<file path="src/rtl/cpu54_wb_arbiter_pkg.sv">
// Shared types and sizes for the CPU54 register-file writeback front end.
// The wb_entry_t record is what travels through the multicycle result FIFO.
package cpu54_wb_arbiter_pkg;

    localparam int REG_ADDR_W = 5;
    localparam int DATA_W     = 32;
    localparam int NUM_REGS   = 32;

    typedef struct packed {
        logic [REG_ADDR_W-1:0] addr;
        logic [DATA_W-1:0]     data;
    } wb_entry_t;

endpackage

</file>
<file path="src/rtl/cpu54_wb_fifo.sv">
// Circular FIFO for multicycle writeback results.
// DEPTH must be a power of two so the pointers wrap naturally at AW bits.
module cpu54_wb_fifo
    import cpu54_wb_arbiter_pkg::*;
#(
    parameter int DEPTH = 4,
    parameter int AW    = 2
) (
    input  logic        clock_in,
    input  logic        reset_signal,
    input  logic        push,
    input  wb_entry_t   push_entry,
    input  logic        pop,
    output wb_entry_t   head,
    output logic        full,
    output logic        empty,
    output logic [AW:0] count
);

    wb_entry_t       mem [DEPTH];
    logic [AW-1:0]   wr_ptr;
    logic [AW-1:0]   rd_ptr;

    assign head  = mem[rd_ptr];
    assign full  = (count == (AW+1)'(DEPTH));
    assign empty = (count == '0);

    // Storage carries no reset; only the pointers and count decide validity.
    always_ff @(posedge clock_in) begin
        if (push) begin
            mem[wr_ptr] <= push_entry;
        end
    end

    always_ff @(posedge clock_in) begin
        if (reset_signal) begin
            wr_ptr <= '0;
            rd_ptr <= '0;
            count  <= '0;
        end else begin
            if (push) begin
                wr_ptr <= wr_ptr + 1'b1;
            end
            if (pop) begin
                rd_ptr <= rd_ptr + 1'b1;
            end
            case ({push, pop})
                2'b10:   count <= count + 1'b1;
                2'b01:   count <= count - 1'b1;
                default: count <= count;
            endcase
        end
    end

endmodule

</file>
<file path="src/rtl/cpu54_wb_arbiter.sv">
// Merges single-cycle pipeline results and buffered multicycle results into one
// registered register-file write per cycle, and tracks busy registers for decode.
module cpu54_wb_arbiter
    import cpu54_wb_arbiter_pkg::*;
#(
    parameter int DEPTH = 4,
    parameter int AW    = 2
) (
    input  logic                  clock_in,
    input  logic                  reset_signal,
    input  logic                  a_valid,
    input  logic [REG_ADDR_W-1:0] a_addr,
    input  logic [DATA_W-1:0]     a_data,
    input  logic                  b_valid,
    output logic                  b_ready,
    input  logic [REG_ADDR_W-1:0] b_addr,
    input  logic [DATA_W-1:0]     b_data,
    input  logic                  rsv_valid,
    input  logic [REG_ADDR_W-1:0] rsv_addr,
    input  logic [REG_ADDR_W-1:0] rd_addr1,
    input  logic [REG_ADDR_W-1:0] rd_addr2,
    output logic                  stall,
    output logic                  wr_enable,
    output logic [REG_ADDR_W-1:0] wr_addr,
    output logic [DATA_W-1:0]     wr_data,
    output logic [AW:0]           fifo_count
);

    logic                 fifo_push;
    logic                 fifo_pop;
    logic                 fifo_full;
    logic                 fifo_empty;
    wb_entry_t            fifo_head;
    wb_entry_t            fifo_in;
    logic                 a_take;
    logic [NUM_REGS-1:0]  busy;
    logic [NUM_REGS-1:0]  busy_next;

    // Writes to r0 are acknowledged and dropped on both producer paths.
    assign a_take    = a_valid && (a_addr != '0);
    assign b_ready   = !fifo_full;
    assign fifo_push = b_valid && b_ready && (b_addr != '0);
    assign fifo_pop  = !a_take && !fifo_empty;
    assign fifo_in   = '{addr: b_addr, data: b_data};

    cpu54_wb_fifo #(
        .DEPTH (DEPTH),
        .AW    (AW)
    ) u_fifo (
        .clock_in     (clock_in),
        .reset_signal (reset_signal),
        .push         (fifo_push),
        .push_entry   (fifo_in),
        .pop          (fifo_pop),
        .head         (fifo_head),
        .full         (fifo_full),
        .empty        (fifo_empty),
        .count        (fifo_count)
    );

    always_ff @(posedge clock_in) begin
        if (reset_signal) begin
            wr_enable <= 1'b0;
            wr_addr   <= '0;
            wr_data   <= '0;
        end else if (a_take) begin
            wr_enable <= 1'b1;
            wr_addr   <= a_addr;
            wr_data   <= a_data;
        end else if (fifo_pop) begin
            wr_enable <= 1'b1;
            wr_addr   <= fifo_head.addr;
            wr_data   <= fifo_head.data;
        end else begin
            wr_enable <= 1'b0;
        end
    end

    // A new reservation beats a retiring write to the same register.
    always_comb begin
        busy_next = busy;
        if (fifo_pop) begin
            busy_next[fifo_head.addr] = 1'b0;
        end
        if (rsv_valid && (rsv_addr != '0)) begin
            busy_next[rsv_addr] = 1'b1;
        end
        busy_next[0] = 1'b0;
    end

    always_ff @(posedge clock_in) begin
        if (reset_signal) begin
            busy <= '0;
        end else begin
            busy <= busy_next;
        end
    end

    assign stall = ((rd_addr1 != '0) && busy[rd_addr1]) ||
                   ((rd_addr2 != '0) && busy[rd_addr2]);

endmodule
</file>
<file path="config.mk">
export PLATFORM = sky130hd
export DESIGN_NAME = cpu54_wb_arbiter
export DESIGN_NICKNAME = d
export VERILOG_FILES = /design/src/rtl/cpu54_wb_arbiter_pkg.sv /design/src/rtl/cpu54_wb_fifo.sv /design/src/rtl/cpu54_wb_arbiter.sv
export SDC_FILE = /design/constraint.sdc
export NUM_CORES = 1
export LEC_CHECK = 0
export ABC_CLOCK_PERIOD_IN_PS = 2900
export CAP_MARGIN = 0
export CORE_AREA = 2 2 162 164
export DETAILED_ROUTE_END_ITERATION = 10
export DIE_AREA = 0 0 164 166
export MAX_ROUTING_LAYER = met4
export PLACE_DENSITY = 0.69
export SLEW_MARGIN = 30
export SYNTH_ARGS = -nofsm -noshare
export SYNTH_HDL_FRONTEND = slang
export SYNTH_SLANG_ARGS = --single-unit
</file>
<file path="constraint.sdc">
create_clock -name clock_in -period 2.9 [get_ports clock_in]
set_clock_uncertainty 0.2 [all_clocks]
set_input_delay 0.58 -clock clock_in [delete_from_list [all_inputs] [get_ports clock_in]]
set_output_delay 0.58 -clock clock_in [all_outputs]
set_load 0.02 [all_outputs]
</file>
### After elaboration in Yosys (flattened, before gate mapping)

Memory sizes are Yosys's and may differ from the RTL's. A register that Yosys moved wholly into a read port is not among the register bits.
Cells that the tools add are included.

* $add $sub $neg: 4
* order comparisons: 6
* eq/ne operators: 3
* multiplexer cells: 21
* bitwise operators: 3
* reductions and logical operators: 21

Operator list (count)
* two-way mux 32 bit: 4
* bitwise AND 32 bit: 1
* inverter 32 bit: 1
* OR 32 bit: 1
* nonzero test 5 bit: 5
* less-than comparator 5 x 6 -> 1 bit, second input constant: 4
* binary-select mux 1 bit (select 5 bit): 2
* demux 1 bit (select 5 bit): 2
* >= comparator 5 x 1 -> 1 bit, second input constant: 2
* two-way mux 5 bit: 2
* logical AND 1 bit: 9
* two-way mux 1 bit: 8
* one-hot mux 3 bit (2 select lines): 1
* adder 2 x 1 -> 2 bit, second input constant: 2
* two-way mux 2 bit: 2
* nonzero test 2 bit: 2
* adder 3 x 1 -> 3 bit, second input constant: 1
* equality test 3 bit, second input constant: 1
* zero test 1 bit: 3
* zero test 3 bit: 1
* subtractor 3 x 1 -> 3 bit, second input constant: 1
* equality test 2 x 1 -> 1 bit, second input constant: 1
* equality test 2 bit, second input constant: 1
* logical OR 1 bit: 1

* bits in registers: 77
* bits in writable memories: 148
* bits of input ports: 94
* output and inout bits: 43
* logic and storage cells: 67
* memories: 1

Memory list
* u_fifo.mem: depth 4, width 37, rd ports 1, clocked after memory_dff 1, write ports 1, RTL line cpu54_wb_fifo.sv:20 `wb_entry_t mem [DEPTH];`

### Depth between registers and ports, before layout

* depth in word-level cells: 9
* depth in mapped cells: 10

### Cells and area by module

A second synthesis with hierarchy kept.

* cell total of the unflattened synthesis: 610
* area total of the unflattened synthesis: 9451.6 um2

Modules (own cells, without submodules)
* cpu54_wb_fifo: times used 1, cells each 240, area each 5829.3 um2
* cpu54_wb_arbiter: times used 1, cells each 370, area each 3622.2 um2

### Worst setup path after synthesis

OpenSTA, ideal clock, no wires.

* path kind: input port to flip-flop
* start: input port a_addr[3]
* end: register u_fifo.count[2]
* arrival: 2621 ps
* setup slack: 9 ps
* cell stages on the path: 9
* path buffers: 0
* cells stage by stage: or4_4 o21a_1 nor2_1 ha_1 inv_1 fa_1 xor2_1 or3_1 a21oi_1

* longest elaborated chain between the ends: 6
* elaborated cells between the ends (all ways): 8
* classes of those cells: 2 x eq/ne; 1 x mux; 5 x reduce/logical

RTL lines
* start: declaration: RTL line cpu54_wb_arbiter.sv:12 `input logic [REG_ADDR_W-1:0] a_addr,`
* nonzero test 5 bit *: RTL line cpu54_wb_arbiter.sv:40 `assign a_take = a_valid && (a_addr != '0);`
* logical AND 1 bit *: RTL line cpu54_wb_arbiter.sv:40
* zero test 1 bit *: RTL line cpu54_wb_arbiter.sv:43 `assign fifo_pop = !a_take && !fifo_empty;`
* logical AND 1 bit *: RTL line cpu54_wb_arbiter.sv:43
* equality test 2 x 1 -> 1 bit / equality test 2 bit (equally long branches): RTL line cpu54_wb_fifo.sv:47 `case ({push, pop})`
* one-hot mux 3 bit (2 select lines) / nonzero test 2 bit (equally long branches)
* end signal: assignment: RTL line cpu54_wb_fifo.sv:48 `2'b10: count <= count + 1'b1;`
* end signal: assignment: RTL line cpu54_wb_fifo.sv:49 `2'b01: count <= count - 1'b1;`
* end signal: assignment: RTL line cpu54_wb_fifo.sv:50 `default: count <= count;`
* end: declaration: RTL line cpu54_wb_fifo.sv:17 `output logic [AW:0] count`

Every way passes the cells marked *; elsewhere a longest branch is shown, timed or not.
A chain may end at the register's enable or synchronous reset.

### Worst setup path after layout

* start: input port rd_addr2[1]
* end: output port stall

* longest elaborated chain between the ends: 4
* elaborated cells between the ends (all ways): 5
* classes of those cells: 2 x mux; 3 x reduce/logical

RTL lines
* start: declaration: RTL line cpu54_wb_arbiter.sv:21 `input logic [REG_ADDR_W-1:0] rd_addr2,`
* binary-select mux 1 bit (select 5 bit): RTL line cpu54_wb_arbiter.sv:100 `((rd_addr2 != '0) && busy[rd_addr2]);`
* two-way mux 1 bit (not written as such): RTL line cpu54_wb_arbiter.sv:100
* logical AND 1 bit *: RTL line cpu54_wb_arbiter.sv:100
* logical OR 1 bit *: RTL line cpu54_wb_arbiter.sv:99 `assign stall = ((rd_addr1 != '0) && busy[rd_addr1]) ||`
* end: declaration: RTL line cpu54_wb_arbiter.sv:22 `output logic stall,`

Every way passes the cells marked *; elsewhere a longest branch is shown, timed or not. The select of a mux whose other input is x is not followed.

==> impl_metrics.csv <==
group,metric,value,unit
synth,syn_inst,673,
timing,fmax,344,MHz
synth,syn_nets,773,
timing,period_share,1.00,
timing,final-setup-viol-count,1,
die,start_util,0.364,
die,ios,137,
clocking,ctsHoldBuffers,0,
global_routing,use_met3,0.0327,
finish,final_common_cell,"edfxtp_1",
clocking,cts_sinks,226,
timing,worst_pin_slew,0.633,ns
clocking,clk_path_buf_depth,3,
status,status,"finished with violations",
drt,vias,6192,
drt,ant_nets,0,
global_routing,grt.total_usage,0.164,
status,violations,"setup timing",
critical_path,end_kind,"output port",
global_routing,grtUsageMet1,0.213,
power_and_ir_drop,p_leak,4.13,nW
job,maxCapViolCount,0,
die,rows,59,
timing,fin_crit,2.91,ns
critical_path,crit_arrival,2.13,ns
global_routing,antenna_found_initial,3,
timing,rsz0062_at_grt,"true",
critical_path,path_max_fanout,3,
finish,layout.nets,947,
placement,portBuffers,136,
clocking,path_clk_slew,0.06,ns
synth,synth_cell_types,46,
timing,setup_tns,-0.00816,ns
clocking,htree_levels,1,
finish,area.sequential,6010,µm²
die,core-area,25600,µm²
clocking,insertion_delay,0.50,ns
placement,dpl.hpwl,14600,µm
drt,drt-pass1-iter-count,5,
die,dieArea,27200,µm²
global_routing,grtUsageMet2,0.267,
power_and_ir_drop,vdd_drop_max,0.442,mV
critical_path,required,2.12,ns
timing,report.final.slew_viol_count,0,
global_routing,busiest_layer,"met2",
drt,drc,0,
finish,areaGrowthSynthToFinish,29.9,%
timing,maxSlewHeadroom,0.578,
global_routing,grt_pass1_wl,34200,µm
global_routing,grt-ovfl-total,0,
hold_path,hold_depth,1,
drt,post_drt_wl_per_cell,18.1,µm
finish,multi_input_area,3120,µm²
synth,yosysSeqAreaShare,0.644,
drt,drt_iter0_drc,417,
timing,layout_setup_ws,-0.00816,ns
drt,wirelength,21700,µm
global_routing,grt_max_degree,46,
hold_path,hp-class,"input port to register",
clocking,cts_buffers,23,
synth,ys_ff_latch,226,
clocking,cts_root_buf,"clkbuf_16",
drt,drt-vias-per-instance,5.16,
timing,finalHoldViolCount,0,
clocking,cts_tree,"done",
critical_path,crit_type,"input port to output port",
critical_path,start_kind,"input port",
placement,place_congestion,0.875,
synth,netlist_area,9330,µm²
global_routing,grt_pass1_vias,6311,
synth,yosysWarnings,0,
finish,final_cell_mix,"edfxtp_1, clkdlybuf4s50_1, nand2_1",
finish,nFillCells,2238,
synth,syn-mean-instance-area,13.9,µm²
power_and_ir_drop,total_power,9.25,mW
finish,drive_above_1_share,0.188,
finish,layout.cells.non_filler,1201,
die,die_y,166,µm
critical_path,rr_worst_depth,10,
power_and_ir_drop,powerDensity,763,nW/µm²
die,fp.dieW,164,µm
placement,placedCellCount,1156,
==> routing by layer <==
metal | wire length [µm] | share of wire
met4 | 314 | 0.014
met1 | 9210 | 0.42
met5 | 0 | 0
met3 | 1590 | 0.073
met2 | 10600 | 0.49
==> sequential cells by signal, indices dropped and copies added (netlist names), named ones only <==
register and flops:
u_fifo.wr_ptr 2, wr_addr 5, busy 31, u_fifo.mem 148, u_fifo.rd_ptr 2, wr_data 32, wr_enable 1, u_fifo.count 3
==> power by group <==
group	switching, mW	internal, mW	leakage, nW
logic	1.42	1.17	1.80
registers	0.171	3.82	2.00
clock network	1.13	1.54	0.333
==> cells by family (layout without fill, tap and decap cells) <==
kind of cell	Yosys count	count (layout)	share of synthesized area
flops	226	226	0.644
other cells	0	3	0
xor+xnor	5	5	0.00470
buf+inv	48	238	0.0255
fa+ha+maj	6	6	0.00885
mux	58	58	0.127
compound gates	120	120	0.0830
simple gates	210	210	0.107
==> what timing repair did <==
action	in CTS	in global routing
cloned	0	0
pin swaps	2	7
resized for setup	25	12
setup endpoints to repair	2	2
setup buffers	1	0
==> final cells by class <==
cell class                      count  share of cell area
Sequential cell                   226               0.496
Multi-Input combinational cell    399               0.257
Timing Repair Buffer              187               0.152
Clock buffer                       34              0.0534
Tap cell                          335              0.0346
Inverter                           10             0.00310
Clock inverter                      7             0.00289
Antenna cell                        3            0.000619
==> final timing paths <==
check                          startpoint                            to  slack (ns)
max reg2reg  u_fifo.count[0]$_SDFFE_PP0P_  u_fifo.count[2]$_SDFFE_PP0P_        0.47
min reg2reg      wr_data[26]$_SDFFE_PP0P_      wr_data[26]$_SDFFE_PP0P_        0.28
max                           rd_addr2[1]                         stall      -0.008
min                             b_addr[2]   u_fifo.mem[2][34]$_DFFE_PP_        0.20
==> stage by stage <==
step                worst slack (ns)  hold WS (ns)  instance area [µm²]   util
floorplan                    0.00865         0.269                 9330      -
global placement              -0.785         0.265                11400  0.445
detailed placement            -0.806         0.270                11400  0.445
CTS                          -0.0240         0.245                12100  0.472
global route                 -0.0749         0.206                12100  0.473
finish                      -0.00816         0.202                12100  0.473
==> worst max-delay path: stages <==
cell and delay (ns):
dlygate4sd2_1 0.30, mux4_2 0.51, mux2_2 0.27, a31oi_1 0.16, nand4_1 0.12, buf_4 0.18
==> cells in the mapped netlist (all sizes together) <==
| library cell | n | area share |
|---|---|---|
| a2111oi | 1 | 0.00094 |
| a21oi | 8 | 0.0043 |
| a221oi | 2 | 0.0019 |
| a311oi | 36 | 0.034 |
| a31oi | 2 | 0.0013 |
| and2 | 4 | 0.0027 |
| buf | 17 | 0.013 |
| clkbuf | 21 | 0.0086 |
| dfxtp | 78 | 0.17 |
| edfxtp | 148 | 0.48 |
| fa | 1 | 0.0021 |
| ha | 5 | 0.0067 |
| inv | 10 | 0.0040 |
| mux2 | 6 | 0.0072 |
| mux2i | 4 | 0.0043 |
| mux4 | 48 | 0.12 |
| nand2 | 85 | 0.034 |
| nand2b | 5 | 0.0034 |
| nand3 | 5 | 0.0027 |
| nand3b | 5 | 0.0040 |
| nand4 | 5 | 0.0040 |
| nand4b | 1 | 0.00094 |
| nor2 | 52 | 0.021 |
| nor2b | 36 | 0.024 |
| nor3 | 1 | 0.00054 |
| nor3b | 2 | 0.0016 |
| nor4bb | 1 | 0.0011 |
| o2111ai | 1 | 0.00094 |
| o211a | 1 | 0.0011 |
| o21a | 1 | 0.00081 |
| o21ai | 65 | 0.035 |
| o22ai | 1 | 0.00067 |
| o311a | 1 | 0.0011 |
| o32ai | 1 | 0.00094 |
| or3 | 5 | 0.0034 |
| or3b | 1 | 0.00094 |
| or4 | 2 | 0.0020 |
| xnor2 | 2 | 0.0019 |
| xor2 | 3 | 0.0028 |
(Power assumes the default switching activity.)
